**config.mk**
```make
export PLATFORM = sky130hd
export DESIGN_NAME = mux_n1_pipe
export DESIGN_NICKNAME = d
export VERILOG_FILES = /design/src/rtl/mux_n1_pipe.sv
export SDC_FILE = /design/constraint.sdc
export NUM_CORES = 1
export LEC_CHECK = 0
export CAP_MARGIN = 20
export CORE_AREA = 2 2 325 327
export CTS_BUF_LIST = sky130_fd_sc_hd__clkbuf_8
export CTS_CLUSTER_DIAMETER = 150
export DETAILED_ROUTE_END_ITERATION = 12
export DIE_AREA = 0 0 327 329
export GPL_TIMING_DRIVEN = 1
export PLACE_DENSITY = 0.36
export SLEW_MARGIN = 20
export SYNTH_ARGS = -nofsm -noshare
export SYNTH_HDL_FRONTEND = slang
export SYNTH_SLANG_ARGS = --single-unit
```
**constraint.sdc**
```tcl
create_clock -name clk -period 2.14 [get_ports clk]
set_clock_uncertainty 0.05 [all_clocks]
set_input_delay 0.214 -clock clk [delete_from_list [all_inputs] [get_ports clk]]
set_output_delay 0.214 -clock clk [all_outputs]
set_load 0.02 [all_outputs]
```
**src/rtl/mux_n1_pipe.sv**
```systemverilog
// ---------------------------------------------------------------------------
// mux_n1_pipe
//
// N-to-1 registered channel multiplexer with a valid/ready handshake on
// every input channel and on the output. A channel pointer selects which
// input may be accepted. The pointer is either held (static mode) or
// advanced after each accept (round-robin mode). It can be reloaded at any
// time through sel/sel_load.
//
// Ports
//   clk        sole clock, rising edge
//   rst_n      synchronous active-low reset
//   in         N packed signed samples, channel k at [k*WIDTH +: WIDTH]
//   in_valid   per-channel valid
//   in_ready   per-channel ready (only the pointed-at channel can be high)
//   sel        channel number to load into the pointer
//   sel_load   load strobe for sel
//   mode       0 = static select, 1 = round-robin auto-advance
//   out        registered selected sample
//   out_valid  out holds an unconsumed sample
//   out_ready  downstream accepts out this cycle
//   out_ch     channel that produced the current out
//   ptr        current channel pointer
//   sel_err    one-cycle pulse after a load with sel >= N
// ---------------------------------------------------------------------------
module mux_n1_pipe #(
  parameter int WIDTH = 165,
  parameter int N     = 4,
  parameter int SEL_W = 2
) (
  input  logic               clk,
  input  logic               rst_n,
  input  logic [N*WIDTH-1:0] in,
  input  logic [N-1:0]       in_valid,
  output logic [N-1:0]       in_ready,
  input  logic [SEL_W-1:0]   sel,
  input  logic               sel_load,
  input  logic               mode,
  output logic [WIDTH-1:0]   out,
  output logic               out_valid,
  input  logic               out_ready,
  output logic [SEL_W-1:0]   out_ch,
  output logic [SEL_W-1:0]   ptr,
  output logic               sel_err
);

  // The pointer can address 2^SEL_W slots. Slots at or above N are padded
  // with zero data and never-valid, so a pointer index is always in range.
  localparam int               SLOTS  = 1 << SEL_W;
  localparam logic [SEL_W:0]   N_EXT  = N[SEL_W:0];
  localparam logic [SEL_W-1:0] LAST   = SEL_W'(N - 1);

  logic [WIDTH-1:0] chan [SLOTS];
  logic [SLOTS-1:0] valid_pad;

  logic [WIDTH-1:0] out_reg,       out_next;
  logic             out_valid_reg, out_valid_next;
  logic [SEL_W-1:0] out_ch_reg,    out_ch_next;
  logic [SEL_W-1:0] ptr_reg,       ptr_next;
  logic             sel_err_reg,   sel_err_next;

  logic             stage_free;
  logic             accept;
  logic             sel_ok;

  // Unpack the flat input bus into per-slot views.
  generate
    for (genvar gi = 0; gi < SLOTS; gi++) begin : g_slot
      if (gi < N) begin : g_real
        assign chan[gi]      = in[gi*WIDTH +: WIDTH];
        assign valid_pad[gi] = in_valid[gi];
      end else begin : g_pad
        assign chan[gi]      = '0;
        assign valid_pad[gi] = 1'b0;
      end
    end
  endgenerate

  // The output register can take a new sample when it is empty or is being
  // drained in this same cycle.
  assign stage_free = !out_valid_reg || out_ready;

  // Ready is one-hot on the pointed-at channel and gated by stage_free.
  generate
    for (genvar gi = 0; gi < N; gi++) begin : g_ready
      assign in_ready[gi] = stage_free && (ptr_reg == SEL_W'(gi));
    end
  endgenerate

  assign accept = valid_pad[ptr_reg] && stage_free;

  // Widen by one bit so the comparison also works when 2^SEL_W == N.
  assign sel_ok = ({1'b0, sel} < N_EXT);

  always_comb begin
    out_next       = out_reg;
    out_ch_next    = out_ch_reg;
    out_valid_next = out_valid_reg;
    ptr_next       = ptr_reg;
    sel_err_next   = sel_load && !sel_ok;

    // Data path: an accept loads a new sample. A free stage with no accept
    // empties, and a stalled stage holds. out/out_ch keep their last value
    // when the stage empties.
    if (accept) begin
      out_next       = chan[ptr_reg];
      out_ch_next    = ptr_reg;
      out_valid_next = 1'b1;
    end else if (stage_free) begin
      out_valid_next = 1'b0;
    end

    // A valid load overrides any round-robin advance. The accept above has
    // already used the old pointer. An out-of-range load is ignored, so the
    // advance still happens.
    if (sel_load && sel_ok) begin
      ptr_next = sel;
    end else if (mode && accept) begin
      ptr_next = (ptr_reg == LAST) ? '0 : ptr_reg + 1'b1;
    end
  end

  always_ff @(posedge clk) begin
    if (!rst_n) begin
      out_reg       <= '0;
      out_valid_reg <= 1'b0;
      out_ch_reg    <= '0;
      ptr_reg       <= '0;
      sel_err_reg   <= 1'b0;
    end else begin
      out_reg       <= out_next;
      out_valid_reg <= out_valid_next;
      out_ch_reg    <= out_ch_next;
      ptr_reg       <= ptr_next;
      sel_err_reg   <= sel_err_next;
    end
  end

  assign out       = out_reg;
  assign out_valid = out_valid_reg;
  assign out_ch    = out_ch_reg;
  assign ptr       = ptr_reg;
  assign sel_err   = sel_err_reg;

endmodule

```
==> results.py, run 1 <==
metrics = {
    "grt": {
        "grt_pass1_wl_um": 94600,
        "grt_overflow_total": 0,
        "grtUsageTotal_pct": 12.5,
        "grt_pass1_vias": 12200,
        "antenna_found_initial": 7,
        "grt_max_degree": 95,
    },
    "outcome": {
        "outcome": "finished clean",
    },
    "timing": {
        "drv_slew": 0,
        "clock.fmax_mhz": 494,
        "setup_violations": 0,
        "holdWs_ns": 0.305,
        "final-hold-violation-count": 0,
        "fin_crit_ns": 2.02,
        "relSlewSlack_pct": 62.7,
        "worst_pin_slew_ns": 0.557,
        "rsz0062_at_grt": "no",
        "fin_crit_sh_pct": 94.6,
    },
    "setup_path": {
        "crit_type": "reg2out",
        "end_kind": "output port",
        "worst-endpoint-required_ns": 1.88,
        "start_kind": "flip-flop",
        "r2r_slack_ns": 0.13,
        "worstPathMaxFanout": 5,
        "worstPathArrival_ns": 1.76,
    },
    "synthesis": {
        "yosys.area.top_type": "mux4_2",
        "async_flop_share_pct": 0,
        "ys_seq_area_share_pct": 32.7,
        "synth-main-ff-cell": "dfxtp_1",
        "postSynthAreaPerCell_um2": 10.8,
        "synth_top_area_share_pct": 35.7,
        "synth-edff-count": 0,
        "ys_ff_latch": 170,
        "synth_nets": 1638,
        "syn-instance-count": 963,
        "netlist_area_um2": 10400,
        "synth_most_common_cell": "nand2_1",
        "ys_warn_count": 0,
        "yosys-top-cells-area": "mux4_2 36%, dfxtp_1 33%, nand2_1 12%",
        "synth_common_cells": "338 x nand2_1, 170 x dfxtp_1, 165 x mux4_2",
        "synth_cell_type_count": 24,
    },
    "floorplan": {
        "num_io_pins": 846,
        "dieArea_um2": 108000,
        "fp-row-count": 119,
        "core-area_um2": 104000,
        "chipHeight_um": 329,
        "start_util_pct": 9.98,
        "die_w_um": 327,
    },
    "layout": {
        "drive_gt1_share_pct": 16.0,
        "largest_reg_flops": 165,
        "final.fill_count": 11300,
        "final_core_util_pct": 20.5,
        "final_nets": 2489,
        "syn_to_final_growth_pct": 106,
        "fin_area_um2": 21400,
    },
    "drt": {
        "dr.pass1.iters": 4,
        "vias": 11400,
        "wire_per_inst_um": 21.8,
        "routed_wl_um": 70100,
        "drt_iter0_drc": 475,
        "drc": 0,
        "routed_via_density": 3.53,
        "final_antenna_net_count": 0,
    },
    "cts": {
        "clkTransAtPathRegs_ns": 0.11,
        "cts.htree.levels": 4,
        "cts_made_buffers": 17,
        "cts_tree": "done",
        "cts.path.max_buffers": 2,
        "clock-sinks": 170,
        "clkLatencyLatePin_ns": 0.55,
        "cts_root_buf": "clkbuf_8",
    },
    "placement": {
        "gp_congestion": 0.877,
        "placed_area_um2": 20800,
        "place_hpwl_um": 60100,
        "port_buffers": 844,
    },
    "pwr": {
        "power.leakage_uw": 0.00734,
        "power.density_nw_per_um2": 540,
        "vdd_drop_max_mv": 0.330,
    },
    "job": {
        "max_cap_violations": 0,
    },
    "min_path": {
        "hold_path.class": "in2reg",
    },
}
[cell families (layout without fill, tap and decap cells)]
kind of cell	count (synthesis)	in the layout	synth area share, %
AO/OA/AOI/OAI	178	178	13.0
multiplexers	167	167	36.0
other	1	3	0.0360
buffers and inverters	97	961	5.17
flip-flops	170	170	32.7
adder cells (fa/ha/maj)	4	4	0.481
AND/OR/NAND/NOR	346	346	12.7
[routing by layer]
layer	routed length, um	global-route usage, %	share of wire, %	vias up
met3	5440	4.14	7.8	40
li1	-	-	-	5211
met5	23	0	0.033	-
met2	35700	22.1	51	506
met1	28300	14.6	40	5601
met4	697	2.36	0.99	4
[power by group]
group          switching, uW  internal, uW  leakage, uW
sequential               195          3510      0.00140
combinational           2290          2850      0.00571
clock                   1470          1250     0.000227
[cell type report]
cell class                 instances  area (um^2)  area share [%]
antenna                            2         5.00          0.0234
clock buffer                      19          262            1.22
timing repair buffer             926         9330            43.5
tap                             1391         1740            8.12
sequential                       170         3410            15.9
clock inverter                    13          181           0.847
multi-input combinational        696         6490            30.3
inverter                           3         11.3          0.0526
[final timing paths]
path	from	to	depth (start not counted)
max	ptr[1]	in_ready[0]	4
max reg2reg	ptr[0]	ptr[0]	8
min	sel[0]	ptr[0]	3
min reg2reg	out[41]	out[41]	2
[stage by stage]
step | TNS, ns | total power (uW) | std cells | worst slack [ns]
global route | 0 | 12300 | 3220 | 0.00277
detailed placement | -9.31 | 8970 | 3170 | -0.128
global placement | -4.31 | 8960 | 3170 | -0.0948
floorplan | 0 | 5910 | 963 | 0.128
CTS | 0 | 11900 | 3212 | 0.00857
finish | 0 | 11600 | 3220 | 0.115
[cells in the final DEF, fill, tap and decap left out, types with 3 or more instances in the layout]
cell               n
bufinv_16          3
a21boi_1         140
ha_1               4
dlygate4sd2_1      3
a21oi_1            3
nand2_1          338
inv_1              3
a21boi_0          28
inv_8              3
inv_6              4
mux4_2           165
o21ai_0            3
dfxtp_1          168
and2_1             4
clkbuf_8          19
clkdlybuf4s50_1  831
buf_12            16
buf_4             66
[timing repair]
action | in CTS | in global routing
endpoints found under the setup margin | 7 | 16
buffers inserted | 9 | 4
resized for setup | 10 | 3
gates cloned | 1 | 2
endpoints found under the hold margin | 38 | 0
pin swaps | 0 | 1
hold buffers | 1 | 0
[worst max-delay path, stage by stage, from the launching register on]
cell and delay, ns:
dfxtp_4 0.38, inv_1 0.18, ha_1 0.19, and2_1 0.12, clkdlybuf4s15_1 0.33
(Power assumes the default switching activity.)
==> run 2, diff against run 1 <==
--- a/config.mk
+++ b/config.mk
@@ -5,7 +5,7 @@
 export SDC_FILE = /design/constraint.sdc
 export NUM_CORES = 1
 export LEC_CHECK = 0
-export CAP_MARGIN = 20
+export CAP_MARGIN = 30
 export CORE_AREA = 2 2 325 327
 export CTS_BUF_LIST = sky130_fd_sc_hd__clkbuf_8
 export CTS_CLUSTER_DIAMETER = 150
@@ -13,6 +13,7 @@
 export DIE_AREA = 0 0 327 329
 export GPL_TIMING_DRIVEN = 1
 export PLACE_DENSITY = 0.36
+export REMOVE_ABC_BUFFERS = 1
 export SLEW_MARGIN = 20
 export SYNTH_ARGS = -nofsm -noshare
 export SYNTH_HDL_FRONTEND = slang
==> run 2 against run 1 <==
Against the previous run: combinational power is 2% higher; routed wire length is 11% lower; clock power shrank 15%; sequential power about the same; via count fell by 0.43%; core utilization up 0.25 points; critical path type is now reg2reg; critical endpoint is now out[28].
==> results.py, run 2 (synthesis gave the netlist of run 1 again) <==
metrics = {
    "drt": {
        "wire_per_inst_um": 19.3,
        "drc": 0,
        "final_antenna_net_count": 0,
        "routed_via_density": 3.49,
        "routed_wl_um": 62600,
        "dr.pass1.iters": 5,
        "drt_iter0_drc": 451,
        "vias": 11300,
    },
    "floorplan": {
        "core-area_um2": 104000,
        "die_w_um": 327,
        "dieArea_um2": 108000,
        "chipHeight_um": 329,
        "start_util_pct": 9.98,
        "fp-row-count": 119,
        "num_io_pins": 846,
    },
    "cts": {
        "cts.path.max_buffers": 2,
        "clock-sinks": 170,
        "cts.htree.levels": 4,
        "cts_root_buf": "clkbuf_8",
        "clkLatencyLatePin_ns": 0.54,
        "cts_tree": "done",
        "cts_made_buffers": 17,
        "hold_buffers": 0,
        "clkTransAtPathRegs_ns": 0.10,
    },
    "timing": {
        "final-hold-violation-count": 0,
        "relSlewSlack_pct": 31.5,
        "clock.fmax_mhz": 475,
        "fin_crit_sh_pct": 98.3,
        "holdWs_ns": 0.121,
        "fin_crit_ns": 2.10,
        "drv_slew": 0,
        "setup_violations": 0,
        "rsz0062_at_grt": "yes",
        "worst_pin_slew_ns": 1.03,
    },
    "setup_path": {
        "crit_type": "reg2reg",
        "path_buf_inv": 6,
        "worstPathArrival_ns": 2.53,
        "r2r-end": "out[28]",
        "cpMaxStageDelayCell": "dfxtp_4",
        "rr_startpoint": "ptr[0]",
        "crit_top_cell": "buf_6",
        "start_kind": "flip-flop",
        "r2r_slack_ns": 0.04,
        "rr_worst_depth": 11,
        "worstPathMaxFanout": 7,
        "critical-path-top-delay-family": "buffers and inverters",
        "crit_chain": "buf_6 > buf_6 > mux2_4 > and2_4 > a2bb2oi_4 > buf_12 > buf_12 > clkbuf_16 > buf_6 > nand2_1 > a21boi_1",
        "end_kind": "flip-flop",
        "critPathMaxStageDelay_ns": 0.37,
        "worst-endpoint-required_ns": 2.56,
    },
    "placement": {
        "place_inst": 3179,
        "port_buffers": 844,
        "gp_congestion": 0.874,
        "place_hpwl_um": 51200,
    },
    "grt": {
        "grtUsageTotal_pct": 10.7,
        "met1_usage_pct": 11.6,
        "grt_pass1_wl_um": 83800,
        "grt_overflow_total": 0,
        "antenna_found_initial": 6,
        "grt.busiest_layer": "met2",
        "grt_pass1_vias": 12400,
        "use_met3_pct": 2.73,
        "grt_use_met2_pct": 20.3,
        "grt_max_degree": 171,
    },
    "layout": {
        "stdcell_count": 3237,
        "layout_commonest_cell": "clkdlybuf4s50_1",
        "largest_reg_flops": 165,
        "final_nets": 2507,
        "syn_to_final_growth_pct": 108,
        "layout_common_cells": "833 x clkdlybuf4s50_1, 337 x nand2_1, 168 x dfxtp_1",
        "final_core_util_pct": 20.8,
        "drive_gt1_share_pct": 16.6,
    },
    "outcome": {
        "outcome": "finished clean",
    },
    "pwr": {
        "combPwrFrac_pct": 46.5,
        "power_frac_seq_pct": 32.9,
        "power.leakage_uw": 0.00745,
        "internal-power_uw": 7370,
        "clkPwrFrac_pct": 20.6,
        "power.density_nw_per_um2": 519,
        "power_uw": 11200,
        "power.share.switching_pct": 34.5,
        "vdd_drop_max_mv": 0.243,
        "power.switching_uw": 3880,
    },
    "min_path": {
        "holdPathStages": 3,
        "min_from": "rst_n",
        "hold_path_end": "out[160]",
        "hold_path.class": "in2reg",
    },
    "job": {
        "max_cap_violations": 0,
    },
}
==> run 2: cell count changes in the layout (fill, tap and decap cells not counted), sizes merged <==
cell	previous run	this run
dlygate4sd3	1	0
diode	2	1
bufinv	3	0
clkinv	3	4
buf	84	96
clkdlybuf4s15	2	0
clkbuf	22	24
clkinvlp	0	2
clkdlybuf4s50	831	833
dlymetal6s2s	1	0
inv	10	11
dlygate4sd2	3	8
==> run 2: final cells by class <==
| cell class | count | area [um^2] |
|---|---|---|
| diodes | 1 | 2.50 |
| clock buffers | 18 | 248 |
| clock inverters | 14 | 114 |
| fillers | 11400 | 82700 |
| inverters | 3 | 11.3 |
| multi-input cells | 696 | 6490 |
| flip-flops and latches | 170 | 3410 |
| well taps | 1391 | 1740 |
| repair buffers | 944 | 9670 |
==> run 2: tightest hold or removal path, delay by kind of cell <==
family                 cells  cell delay (ns)
buffers and inverters      2             0.30
AO/OA/AOI/OAI              1             0.15
==> run 2: how the worst max path moves through the flow <==
stage	startpoint	to	slack, ns	cells after the start
4_1_cts	ptr[0]	out[152]	-0.009	8
5_1_grt	ptr[0]	out[27]	-0.03	11
3_3_place_gp	out_ready	ptr[0]	0.009	7
2_1_floorplan	ptr[0]	ptr[0]	-9.61	4
3_5_place_dp	out_ready	out[149]	0.03	8
6_report	ptr[0]	out[28]	0.04	11
==> run 2: per-layer routing <==
| layer | wire (um) | up-vias |
|---|---|---|
| met5 | 23 | - |
| met4 | 1190 | 4 |
| met3 | 4190 | 43 |
| met2 | 33500 | 502 |
| met1 | 23600 | 5521 |
| li1 | - | 5243 |
==> run 2: what timing repair did <==
action / CTS / global route
resized for setup: 9 / 18
endpoints found under the setup margin: 8 / 88
pin swaps: 0 / 2
cloned: 1 / 7
setup buffers: 3 / 15
==> run 2: power groups by stage <==
stage                     combinational, uW  sequential (uW)  clock, uW
after floorplan                        1700             4350          0
after global placement                 5060             3780          0
after detailed placement               5070             3790          0
after CTS                              5120             3720       2540
after global routing                   5600             3750       2630
final                                  5240             3700       2310
==> run 2: through the flow <==
| stage | cell area (um^2) | setup TNS [ns] | worst slack (ns) |
|---|---|---|---|
| floorplan | 9890 | -1592.03 | -9.61 |
| global placement | 20900 | 0 | 0.00866 |
| detailed placement | 20900 | 0 | 0.0304 |
| CTS | 21300 | -0.00853 | -0.00853 |
| global route | 21700 | -0.326 | -0.0282 |
| finish | 21700 | 0 | 0.0359 |
==> run 3, diff against run 2 <==
--- a/config.mk
+++ b/config.mk
@@ -18,3 +18,4 @@
 export SYNTH_ARGS = -nofsm -noshare
 export SYNTH_HDL_FRONTEND = slang
 export SYNTH_SLANG_ARGS = --single-unit
+export TNS_END_PERCENT = 1
==> run 3 against run 2 <==
Against the previous run: flip-flop and latch count is the same; worst setup slack improved by 0.00071 ns; fmax is essentially flat; die area is the same; total power about the same; register-to-register slack about the same; final cell count about the same; sequential share of layout area is essentially flat; clock-buffer cell count unchanged; clock power is essentially flat; critical path type unchanged.
==> results.py, run 3 (synthesis gave the netlist of run 1 again) <==
metrics = {
    "outcome": {
        "outcome": "finished clean",
    },
    "layout": {
        "layout_common_cells": "833 x clkdlybuf4s50_1, 337 x nand2_1, 168 x dfxtp_1",
        "largest_reg_flops": 165,
        "stdcell_count": 3234,
        "syn_to_final_growth_pct": 108,
        "layout_commonest_cell": "clkdlybuf4s50_1",
        "drive_gt1_share_pct": 16.4,
        "final.fill_count": 11400,
        "seq_area_um2": 3410,
        "multi_input_area_um2": 6490,
        "final_nets": 2504,
        "final_core_util_pct": 20.8,
    },
    "pwr": {
        "clkPwrFrac_pct": 20.6,
        "power.leakage_uw": 0.00744,
        "internal-power_uw": 7370,
        "combPwrFrac_pct": 46.5,
        "power.switching_uw": 3890,
        "power.share.switching_pct": 34.6,
        "vdd_drop_max_mv": 0.250,
        "power_frac_seq_pct": 32.9,
        "power.density_nw_per_um2": 520,
    },
    "floorplan": {
        "core-area_um2": 104000,
        "die_w_um": 327,
        "dieArea_um2": 108000,
        "chipHeight_um": 329,
        "start_util_pct": 9.98,
        "fp-row-count": 119,
        "num_io_pins": 846,
    },
    "setup_path": {
        "path_buf_inv": 6,
        "cpMaxStageDelayCell": "dfxtp_4",
        "worst-endpoint-required_ns": 2.57,
        "worstPathMaxFanout": 7,
        "critical-path-top-delay-family": "buffers and inverters",
        "crit_chain": "buf_6 > buf_6 > mux2_4 > and2_4 > a2bb2oi_4 > buf_12 > buf_12 > clkbuf_16 > buf_6 > nand2_1 > a21boi_1",
        "crit_top_cell": "buf_6",
        "end_kind": "flip-flop",
        "start_kind": "flip-flop",
        "crit_type": "reg2reg",
        "critPathMaxStageDelay_ns": 0.37,
        "worstPathArrival_ns": 2.53,
    },
    "drt": {
        "drc": 0,
        "wire_per_inst_um": 19.3,
        "routed_wl_um": 62600,
        "dr.pass1.iters": 5,
        "drt_iter0_drc": 443,
        "vias": 11300,
        "final_antenna_net_count": 0,
        "routed_via_density": 3.48,
    },
    "cts": {
        "clkLatencyLatePin_ns": 0.55,
        "hold_buffers": 0,
        "cts_tree": "done",
        "clock-sinks": 170,
        "cts_root_buf": "clkbuf_8",
        "clkTransAtPathRegs_ns": 0.11,
        "cts.path.max_buffers": 2,
        "cts.htree.levels": 4,
        "cts_made_buffers": 17,
    },
    "placement": {
        "port_buffers": 844,
        "place_inst": 3179,
        "place_hpwl_um": 51200,
        "gp_congestion": 0.874,
    },
    "timing": {
        "drv_slew": 0,
        "fin_crit_ns": 2.10,
        "relSlewSlack_pct": 31.9,
        "clock.fmax_mhz": 475,
        "setup_violations": 0,
        "fin_crit_sh_pct": 98.3,
        "rsz0062_at_grt": "yes",
        "worst_pin_slew_ns": 1.02,
        "final-hold-violation-count": 0,
    },
    "grt": {
        "grt_overflow_total": 0,
        "grt_pass1_vias": 12400,
        "grtUsageTotal_pct": 10.7,
        "grt_max_degree": 171,
        "grt_pass1_wl_um": 83800,
        "antenna_found_initial": 6,
    },
    "min_path": {
        "hold_path.class": "in2reg",
    },
    "job": {
        "max_cap_violations": 0,
    },
}
run 3: through the flow:
stage          instance area (um^2)  power, uW  hold slack [ns]  setup TNS [ns]  setup WS (ns)
2_1_floorplan                  9890       6050            0.295        -1592.03          -9.61
3_3_place_gp                  20900       8840            0.388               0        0.00866
3_5_place_dp                  20900       8860            0.392               0         0.0304
4_1_cts                       21300      11400            0.167        -0.00853       -0.00853
5_1_grt                       21700      12000            0.126          -0.285        -0.0265
6_report                      21700      11300            0.111               0         0.0367
run 3: what timing repair did:
item | CTS | global route
endpoints found under the setup margin | 8 | 88
gates cloned | 1 | 7
resized for setup | 9 | 18
buffers inserted | 3 | 12
pin swaps | 0 | 2
run 3: power by group through the flow:
stage,sequential [uW],clock [uW],combinational (uW)
final,3700,2320,5230
after global routing,3750,2630,5590
after CTS,3720,2540,5120
after detailed placement,3790,0,5070
after global placement,3780,0,5060
after floorplan,4350,0,1700
run 3: cell type report:
class	count	area share (%)
multi-input cells	696	30.0
diodes	1	0.0116
inverters	3	0.0520
repair buffers	941	44.5
clock inverters	14	0.526
well taps	1391	8.03
clock buffers	18	1.14
flip-flops and latches	170	15.7
run 3: routing by layer:
metal / GRT usage, % / vias up / routed length (um) / share of wire, %
met2: 20.3 / 491 / 33500 / 53
met1: 11.6 / 5485 / 23700 / 38
met5: 0 / - / 22 / 0.035
met3: 2.73 / 42 / 4220 / 6.7
li1: - / 5237 / - / -
met4: 3.12 / 4 / 1190 / 1.9
run 3: worst paths after layout:
kind,slack (ns),end,depth (start not counted),startpoint
max reg2reg,0.04,out[28],11,ptr[0]
min,0.11,out[160],3,rst_n
min reg2reg,0.40,out[146],2,out[146]
max,0.04,out[28],11,ptr[0]
run 3: worst reg2reg max path, stage by stage, from the launching register on:
cell and delay, ns:
dfxtp_4 0.37, buf_6 0.12, buf_6 0.12, mux2_4 0.31, and2_4 0.17, a2bb2oi_4 0.19, buf_12 0.17, buf_12 0.11
clkbuf_16 0.15, buf_6 0.13, nand2_1 0.05, a21boi_1 0.12
